--- src/rtl/uart_baud_gen_frac_if.sv ---
// Divisor configuration channel between the UART register file (master) and the
// baud generator (slave): valid/ready transfer plus a rejection pulse.
interface uart_baud_gen_frac_if #(
  parameter int unsigned WIDTH = 20
);
  logic             cfg_valid;
  logic [WIDTH-1:0] cfg_divisor;
  logic             cfg_ready;
  logic             cfg_err;

  modport master (
    output cfg_valid,
    output cfg_divisor,
    input  cfg_ready,
    input  cfg_err
  );

  modport slave (
    input  cfg_valid,
    input  cfg_divisor,
    output cfg_ready,
    output cfg_err
  );
endinterface

--- src/rtl/uart_baud_gen_frac.sv ---
// Fractional UART baud tick generator: oversample, TX bit and RX mid-bit enable
// pulses derived from one down-counter with a fractional carry accumulator.
module uart_baud_gen_frac #(
  parameter int unsigned CLOCK_INPUT  = 50_000_000,
  parameter int unsigned DEFAULT_BAUD = 9600,
  parameter int unsigned OVERSAMPLING = 16,
  parameter int unsigned DIV_WIDTH    = 16,
  parameter int unsigned FRAC_BITS    = 4
) (
  input  logic                                clock,
  input  logic                                nreset,
  input  logic                                ena,
  uart_baud_gen_frac_if.slave                 cfg,
  input  logic                                rx_resync,
  output logic                                os_tick,
  output logic                                tx_bit_tick,
  output logic                                rx_sample_tick,
  output logic [$clog2(OVERSAMPLING)-1:0]     os_phase,
  output logic [DIV_WIDTH+FRAC_BITS-1:0]      divisor_out
);

  localparam int unsigned CFG_W = DIV_WIDTH + FRAC_BITS;
  localparam int unsigned PH_W  = $clog2(OVERSAMPLING);

  // Rounded fixed-point divisor for the reset baud rate
  localparam logic [63:0] DIV_NUM = 64'(CLOCK_INPUT) << FRAC_BITS;
  localparam logic [63:0] DIV_DEN = 64'(DEFAULT_BAUD) * 64'(OVERSAMPLING);
  localparam logic [63:0] DIV_RND = (64'd2 * DIV_NUM + DIV_DEN) / (64'd2 * DIV_DEN);
  localparam logic [CFG_W-1:0]     DEFAULT_DIV = DIV_RND[CFG_W-1:0];
  localparam logic [DIV_WIDTH-1:0] DEFAULT_INT = DEFAULT_DIV[CFG_W-1:FRAC_BITS];

  localparam logic [PH_W-1:0]      PH_LAST = PH_W'(OVERSAMPLING - 1);
  localparam logic [PH_W-1:0]      PH_MID  = PH_W'(OVERSAMPLING / 2 - 1);
  localparam logic [DIV_WIDTH-1:0] ONE     = DIV_WIDTH'(1);
  localparam logic [DIV_WIDTH-1:0] TWO     = DIV_WIDTH'(2);

  logic [DIV_WIDTH-1:0] base_cnt;
  logic [DIV_WIDTH-1:0] cur_int;
  logic [DIV_WIDTH-1:0] next_int;
  logic [DIV_WIDTH-1:0] reload_val;
  logic [FRAC_BITS-1:0] frac_acc;
  logic [FRAC_BITS-1:0] acc_sum;
  logic                 acc_carry;
  logic [PH_W-1:0]      rx_phase;
  logic [PH_W-1:0]      os_phase_n;
  logic [PH_W-1:0]      rx_phase_n;
  logic [CFG_W-1:0]     pend_div;
  logic [CFG_W-1:0]     next_div;
  logic                 pend_valid;
  logic                 tick_now;
  logic                 apply_now;
  logic                 cfg_fire;
  logic                 cfg_bad;

  // Phases advance one cycle after the visible os_tick, so the phase shown
  // alongside a tick is the one that tick belongs to.
  always_comb begin
    cur_int               = divisor_out[CFG_W-1:FRAC_BITS];
    {acc_carry, acc_sum}  = {1'b0, frac_acc} + {1'b0, divisor_out[FRAC_BITS-1:0]};
    reload_val            = cur_int - ONE + DIV_WIDTH'(acc_carry);
    tick_now              = ena && (base_cnt == '0);
    os_phase_n            = os_tick ? os_phase + 1'b1 : os_phase;
    rx_phase_n            = rx_resync ? '0 : (os_tick ? rx_phase + 1'b1 : rx_phase);
    cfg_fire              = cfg.cfg_valid && cfg.cfg_ready;
    cfg_bad               = cfg.cfg_divisor[CFG_W-1:FRAC_BITS] < TWO;
    apply_now             = pend_valid && (!ena || tx_bit_tick);
    next_div              = apply_now ? pend_div : divisor_out;
    next_int              = next_div[CFG_W-1:FRAC_BITS];
  end

  // A divisor swapped in at a bit boundary has already spent one cycle of the
  // new period, hence the reload with int-2 rather than int-1.
  always_ff @(posedge clock or negedge nreset) begin
    if (!nreset) begin
      base_cnt       <= DEFAULT_INT - ONE;
      frac_acc       <= '0;
      os_phase       <= '0;
      rx_phase       <= '0;
      os_tick        <= 1'b0;
      tx_bit_tick    <= 1'b0;
      rx_sample_tick <= 1'b0;
      divisor_out    <= DEFAULT_DIV;
      pend_div       <= '0;
      pend_valid     <= 1'b0;
      cfg.cfg_ready  <= 1'b1;
      cfg.cfg_err    <= 1'b0;
    end else begin
      cfg.cfg_err <= cfg_fire && cfg_bad;
      if (apply_now) begin
        divisor_out   <= pend_div;
        pend_valid    <= 1'b0;
        cfg.cfg_ready <= 1'b1;
      end else if (cfg_fire && !cfg_bad) begin
        pend_div      <= cfg.cfg_divisor;
        pend_valid    <= 1'b1;
        cfg.cfg_ready <= 1'b0;
      end

      if (!ena) begin
        base_cnt       <= next_int - ONE;
        frac_acc       <= '0;
        os_phase       <= '0;
        rx_phase       <= '0;
        os_tick        <= 1'b0;
        tx_bit_tick    <= 1'b0;
        rx_sample_tick <= 1'b0;
      end else begin
        os_tick        <= tick_now;
        tx_bit_tick    <= tick_now && (os_phase_n == PH_LAST);
        rx_sample_tick <= tick_now && (rx_phase_n == PH_MID);
        os_phase       <= os_phase_n;
        rx_phase       <= rx_phase_n;
        if (apply_now) begin
          base_cnt <= next_int - TWO;
          frac_acc <= '0;
        end else if (tick_now) begin
          base_cnt <= reload_val;
          frac_acc <= acc_sum;
        end else begin
          base_cnt <= base_cnt - ONE;
        end
      end
    end
  end

endmodule
--- src/flat_wrapper.sv ---
// flat-port wrapper written by rule: the top's interface ports become plain ports
module uart_baud_gen_frac_flat 
#(
  parameter int unsigned CLOCK_INPUT  = 50_000_000,
  parameter int unsigned DEFAULT_BAUD = 9600,
  parameter int unsigned OVERSAMPLING = 16,
  parameter int unsigned DIV_WIDTH    = 16,
  parameter int unsigned FRAC_BITS    = 4
)
  (clock, nreset, ena, rx_resync, os_tick, tx_bit_tick, rx_sample_tick, os_phase, divisor_out, cfg_cfg_valid, cfg_cfg_divisor, cfg_cfg_ready, cfg_cfg_err);
  uart_baud_gen_frac_if cfg_i ();
  input  logic clock;
  input  logic nreset;
  input  logic ena;
  input  logic rx_resync;
  output logic os_tick;
  output logic tx_bit_tick;
  output logic rx_sample_tick;
  output logic [$clog2(OVERSAMPLING)-1:0] os_phase;
  output logic [DIV_WIDTH+FRAC_BITS-1:0] divisor_out;
  input wire logic [$bits(cfg_i.cfg_valid)-1:0] cfg_cfg_valid;
  input wire logic [$bits(cfg_i.cfg_divisor)-1:0] cfg_cfg_divisor;
  output wire logic [$bits(cfg_i.cfg_ready)-1:0] cfg_cfg_ready;
  output wire logic [$bits(cfg_i.cfg_err)-1:0] cfg_cfg_err;
  assign cfg_i.cfg_valid = cfg_cfg_valid;
  assign cfg_i.cfg_divisor = cfg_cfg_divisor;
  assign cfg_cfg_ready = cfg_i.cfg_ready;
  assign cfg_cfg_err = cfg_i.cfg_err;
  uart_baud_gen_frac #(.CLOCK_INPUT(CLOCK_INPUT), .DEFAULT_BAUD(DEFAULT_BAUD), .OVERSAMPLING(OVERSAMPLING), .DIV_WIDTH(DIV_WIDTH), .FRAC_BITS(FRAC_BITS)) u_core (.clock(clock), .nreset(nreset), .ena(ena), .cfg(cfg_i), .rx_resync(rx_resync), .os_tick(os_tick), .tx_bit_tick(tx_bit_tick), .rx_sample_tick(rx_sample_tick), .os_phase(os_phase), .divisor_out(divisor_out));
endmodule
--- config.mk ---
export PLATFORM = sky130hd
export DESIGN_NAME = uart_baud_gen_frac_flat
export DESIGN_NICKNAME = d
export VERILOG_FILES = /design/src/rtl/uart_baud_gen_frac_if.sv /design/src/rtl/uart_baud_gen_frac.sv /design/src/flat_wrapper.sv
export SDC_FILE = /design/constraint.sdc
export NUM_CORES = 1
export LEC_CHECK = 0
export ABC_AREA = 0
export BUFFER_PORTS_ARGS = -buffer_cell sky130_fd_sc_hd__buf_2
export CORE_UTILIZATION = 62
export CTS_BUF_LIST = sky130_fd_sc_hd__clkbuf_4
export DETAILED_ROUTE_END_ITERATION = 10
export PLACE_DENSITY = 0.95
export SYNTH_ARGS = -nofsm -noshare
export SYNTH_HDL_FRONTEND = slang
export SYNTH_SLANG_ARGS = --single-unit
--- constraint.sdc ---
create_clock -name clock -period 10.5 [get_ports clock]
set_input_delay 3.15 -clock clock [delete_from_list [all_inputs] [get_ports clock]]
set_output_delay 3.15 -clock clock [all_outputs]
set_load 0.02 [all_outputs]
==> impl_metrics.yaml <==
outcome:
  status: "finished clean"
routing:
  drt.antenna.violating_nets: 0
  routed_wl_um: 11800
  viasPerCell: 6.27
  drt_iter0_markers: 580
  post_drt_wl_per_cell_um: 18.4
  first_pass_iters: 5
  dr_total_vias: 4007
  drc: 0
clock_tree:
  cts_setup_buffers: 0
  cts_resized: 0
  cts_buffers: 9
  hold_buffers: 0
  ctsRootBufferMaster: "clkbuf_4"
  cts.sink_count: 74
  clk_pin_slew_ps: 120
  cts_buffer_depth: 2
  clock_latency_ps: 450
  h-tree-depth: 3
  cts_tree: "yes"
critical_path:
  worstPathMaxFanout: 30
  start_kind: "input port"
  critPathKind: "in2reg"
  worstPathArrival_ps: 6620
  critPathRequiredTime_ps: 10800
  cp-end-kind: "register"
floorplanning:
  ios: 54
  die_h_um: 87.7
  core_um2: 6940
  initial_utilization: 0.656
  die_w_um: 87.7
  dieArea_um2: 7690
  core.rowCount: 30
yosys:
  syn_inst: 493
  synthFlopType: "dfrtp_1"
  syn_area_um2: 4550
  synth_top_area_cell: "dfrtp_1"
  ys_seq_elements: 74
  synth.most_common_cell: "nand2_1"
  synth_edf_count: 0
  syn_area_per_cell_um2: 9.24
  async_flop_share: 1.00
  netlist.area_leader.share: 0.357
  synth.area.top_cells: "dfrtp_1, mux2_2, nand2_1, dfstp_2, xnor2_1"
  synthesis.nets: 531
  ys_top_cells_by_count: "nand2_1, dfrtp_1, nor2_1, mux2_2, xnor2_1"
  yosysWarnings: 0
  synth-seq-area-share: 0.409
  synthDistinctLibCells: 56
placement:
  dpl.cell_count: 623
  routabilityCongestion: 1.01
  place_ws_ps: 3850
  dpl.hpwl_um: 8410
  placed_area_um2: 4880
  port_buffers: 53
global_route:
  grt_pass1_vias: 3856
  grt_pass1_wl_um: 18800
  grt_use_met3: 0.0650
  grt_busiest_layer: "met2"
  grt_overflow: 0
  grt_use_met1: 0.426
  grt_start_max_net_pins: 75
  grt_use_met2: 0.533
  antenna_found_initial: 0
  grtUsageTotal: 0.324
final_layout:
  utilization: 0.722
  fill_cells: 518
  area_delta_synth_final_pct: 10.1
  layout.nets: 576
  stdcell_area_um2: 5010
  drive_above_1_share: 0.223
  diodes: 0
  final_cells: 639
power_and_ir_drop:
  p_int_w: 0.000763
  p_clk_frac: 0.123
  power_density_nw_per_um2: 283
  combPwrFrac: 0.467
  switching_share: 0.462
  ir_drop_mv: 0.167
  p_switching_w: 0.000656
  cellLeakagePower_nw: 2.20
  seqPwrFrac: 0.410
job:
  max_cap_viol_count: 0
timing:
  fmax_ghz: 0.158
  post-route-period-util: 0.602
  setup_viol: 0
  rsz0062_at_grt: "false"
  fin_ws_ps: 4180
  slew_violations: 0
  skew_ps: 17.8
  min_period_ps: 6320
  relSlewSlack: 0.305
  tightest_slew_ps: 1040
  finalHoldViolations: 0
  tns_ps: 0
worst_hold_path:
  hold_class: "reg2reg"
cells by family after synthesis:
logic type      after synthesis  synth area share
simple gates                197             0.213
compound gates               79             0.115
flops                        74             0.409
xor+xnor                     45            0.0865
mux                          43             0.102
buf+inv                      42            0.0363
fa+ha+maj                    13            0.0374
critical path: stages:
cell and delay [ps]:
buf_2 470, nor2b_1 370, nor2_2 140, nand2_1 130, a21boi_0 350, ha_1 340
or4b_2 630, a21oi_1 200, a21oi_1 200, or3_1 400, a21oi_1 150, o32ai_1 100
flip-flops by register name (all words and copies together) (netlist names), 4 cells and up:
name                cells
u_core.divisor_out     20
u_core.pend_div        20
u_core.base_cnt        16
u_core.frac_acc         4
u_core.os_phase         4
u_core.rx_phase         4
power groups by stage:
stage / combinational [W] / clock [W] / sequential (W)
4_1_cts: 0.000651 / 0.000176 / 0.000573
6_report: 0.000663 / 0.000175 / 0.000581
3_3_place_gp: 0.000626 / 0 / 0.000574
5_1_grt: 0.000722 / 0.000189 / 0.000594
3_5_place_dp: 0.000645 / 0 / 0.000579
2_1_floorplan: 0.000455 / 0 / 0.000561
stage by stage:
step | hold slack, ps | power (W)
floorplan | 433 | 0.00102
global placement | 443 | 0.00120
detailed placement | 454 | 0.00122
CTS | 479 | 0.00140
global route | 496 | 0.00150
finish | 474 | 0.00142
routing by layer:
metal  up-vias  share of wire
met1      1899           0.41
met5         -              0
met2       228           0.47
met3        43          0.092
met4         0          0.023
li1       1837              -
area by class of cell:
type | instances | area [um2] | area share
clock inverter | 6 | 57.6 | 0.0115
timing repair buffer | 58 | 303 | 0.0604
inverter | 18 | 67.6 | 0.0135
tap | 96 | 120 | 0.0240
multi-input combinational | 377 | 2530 | 0.504
clock buffer | 10 | 75.1 | 0.0150
sequential | 74 | 1860 | 0.372
cell usage in the layout (no fill, tap or decap), drive strengths merged, types with 2 or more instances in the layout:
cell type | Yosys | final
a31oi | 6 | 6
a21o | 2 | 2
nor2 | 37 | 37
o22ai | 2 | 2
buf | 8 | 58
o21ai | 15 | 15
nor2b | 2 | 2
a21oi | 23 | 23
o32ai | 2 | 2
a211oi | 7 | 7
ha | 12 | 12
clkinvlp | 0 | 2
nand2 | 76 | 76
nand4 | 11 | 11
dfstp | 9 | 9
nand3 | 13 | 13
a311oi | 4 | 4
o221a | 2 | 2
dfrtp | 65 | 65
nor4 | 13 | 13
nor3b | 3 | 3
clkbuf | 16 | 10
or4 | 6 | 6
xor2 | 21 | 21
nand2b | 9 | 9
o31ai | 4 | 4
mux2 | 28 | 28
or3 | 7 | 7
and3 | 2 | 2
o211ai | 2 | 2
xnor2 | 24 | 24
inv | 17 | 17
nor3 | 15 | 15
clkinv | 1 | 4
mux2i | 15 | 15
o21a | 2 | 2
worst paths after layout:
kind	startpoint	endpoint	slack [ps]	cells after the start
worst max-delay path	ena	u_core.base_cnt[10]	4180	12
worst min-delay path	u_core.pend_div[3]	u_core.divisor_out[3]	470	2
worst max register to register	u_core.pend_valid	u_core.base_cnt[15]	6780	10
worst min register to register	u_core.pend_div[3]	u_core.divisor_out[3]	470	2
max in group asynchronous	nreset	u_core.divisor_out[7]	6980	2
min in group asynchronous	nreset	u_core.rx_phase[1]	2890	2
Note: power is estimated with default switching activity, not from simulation.
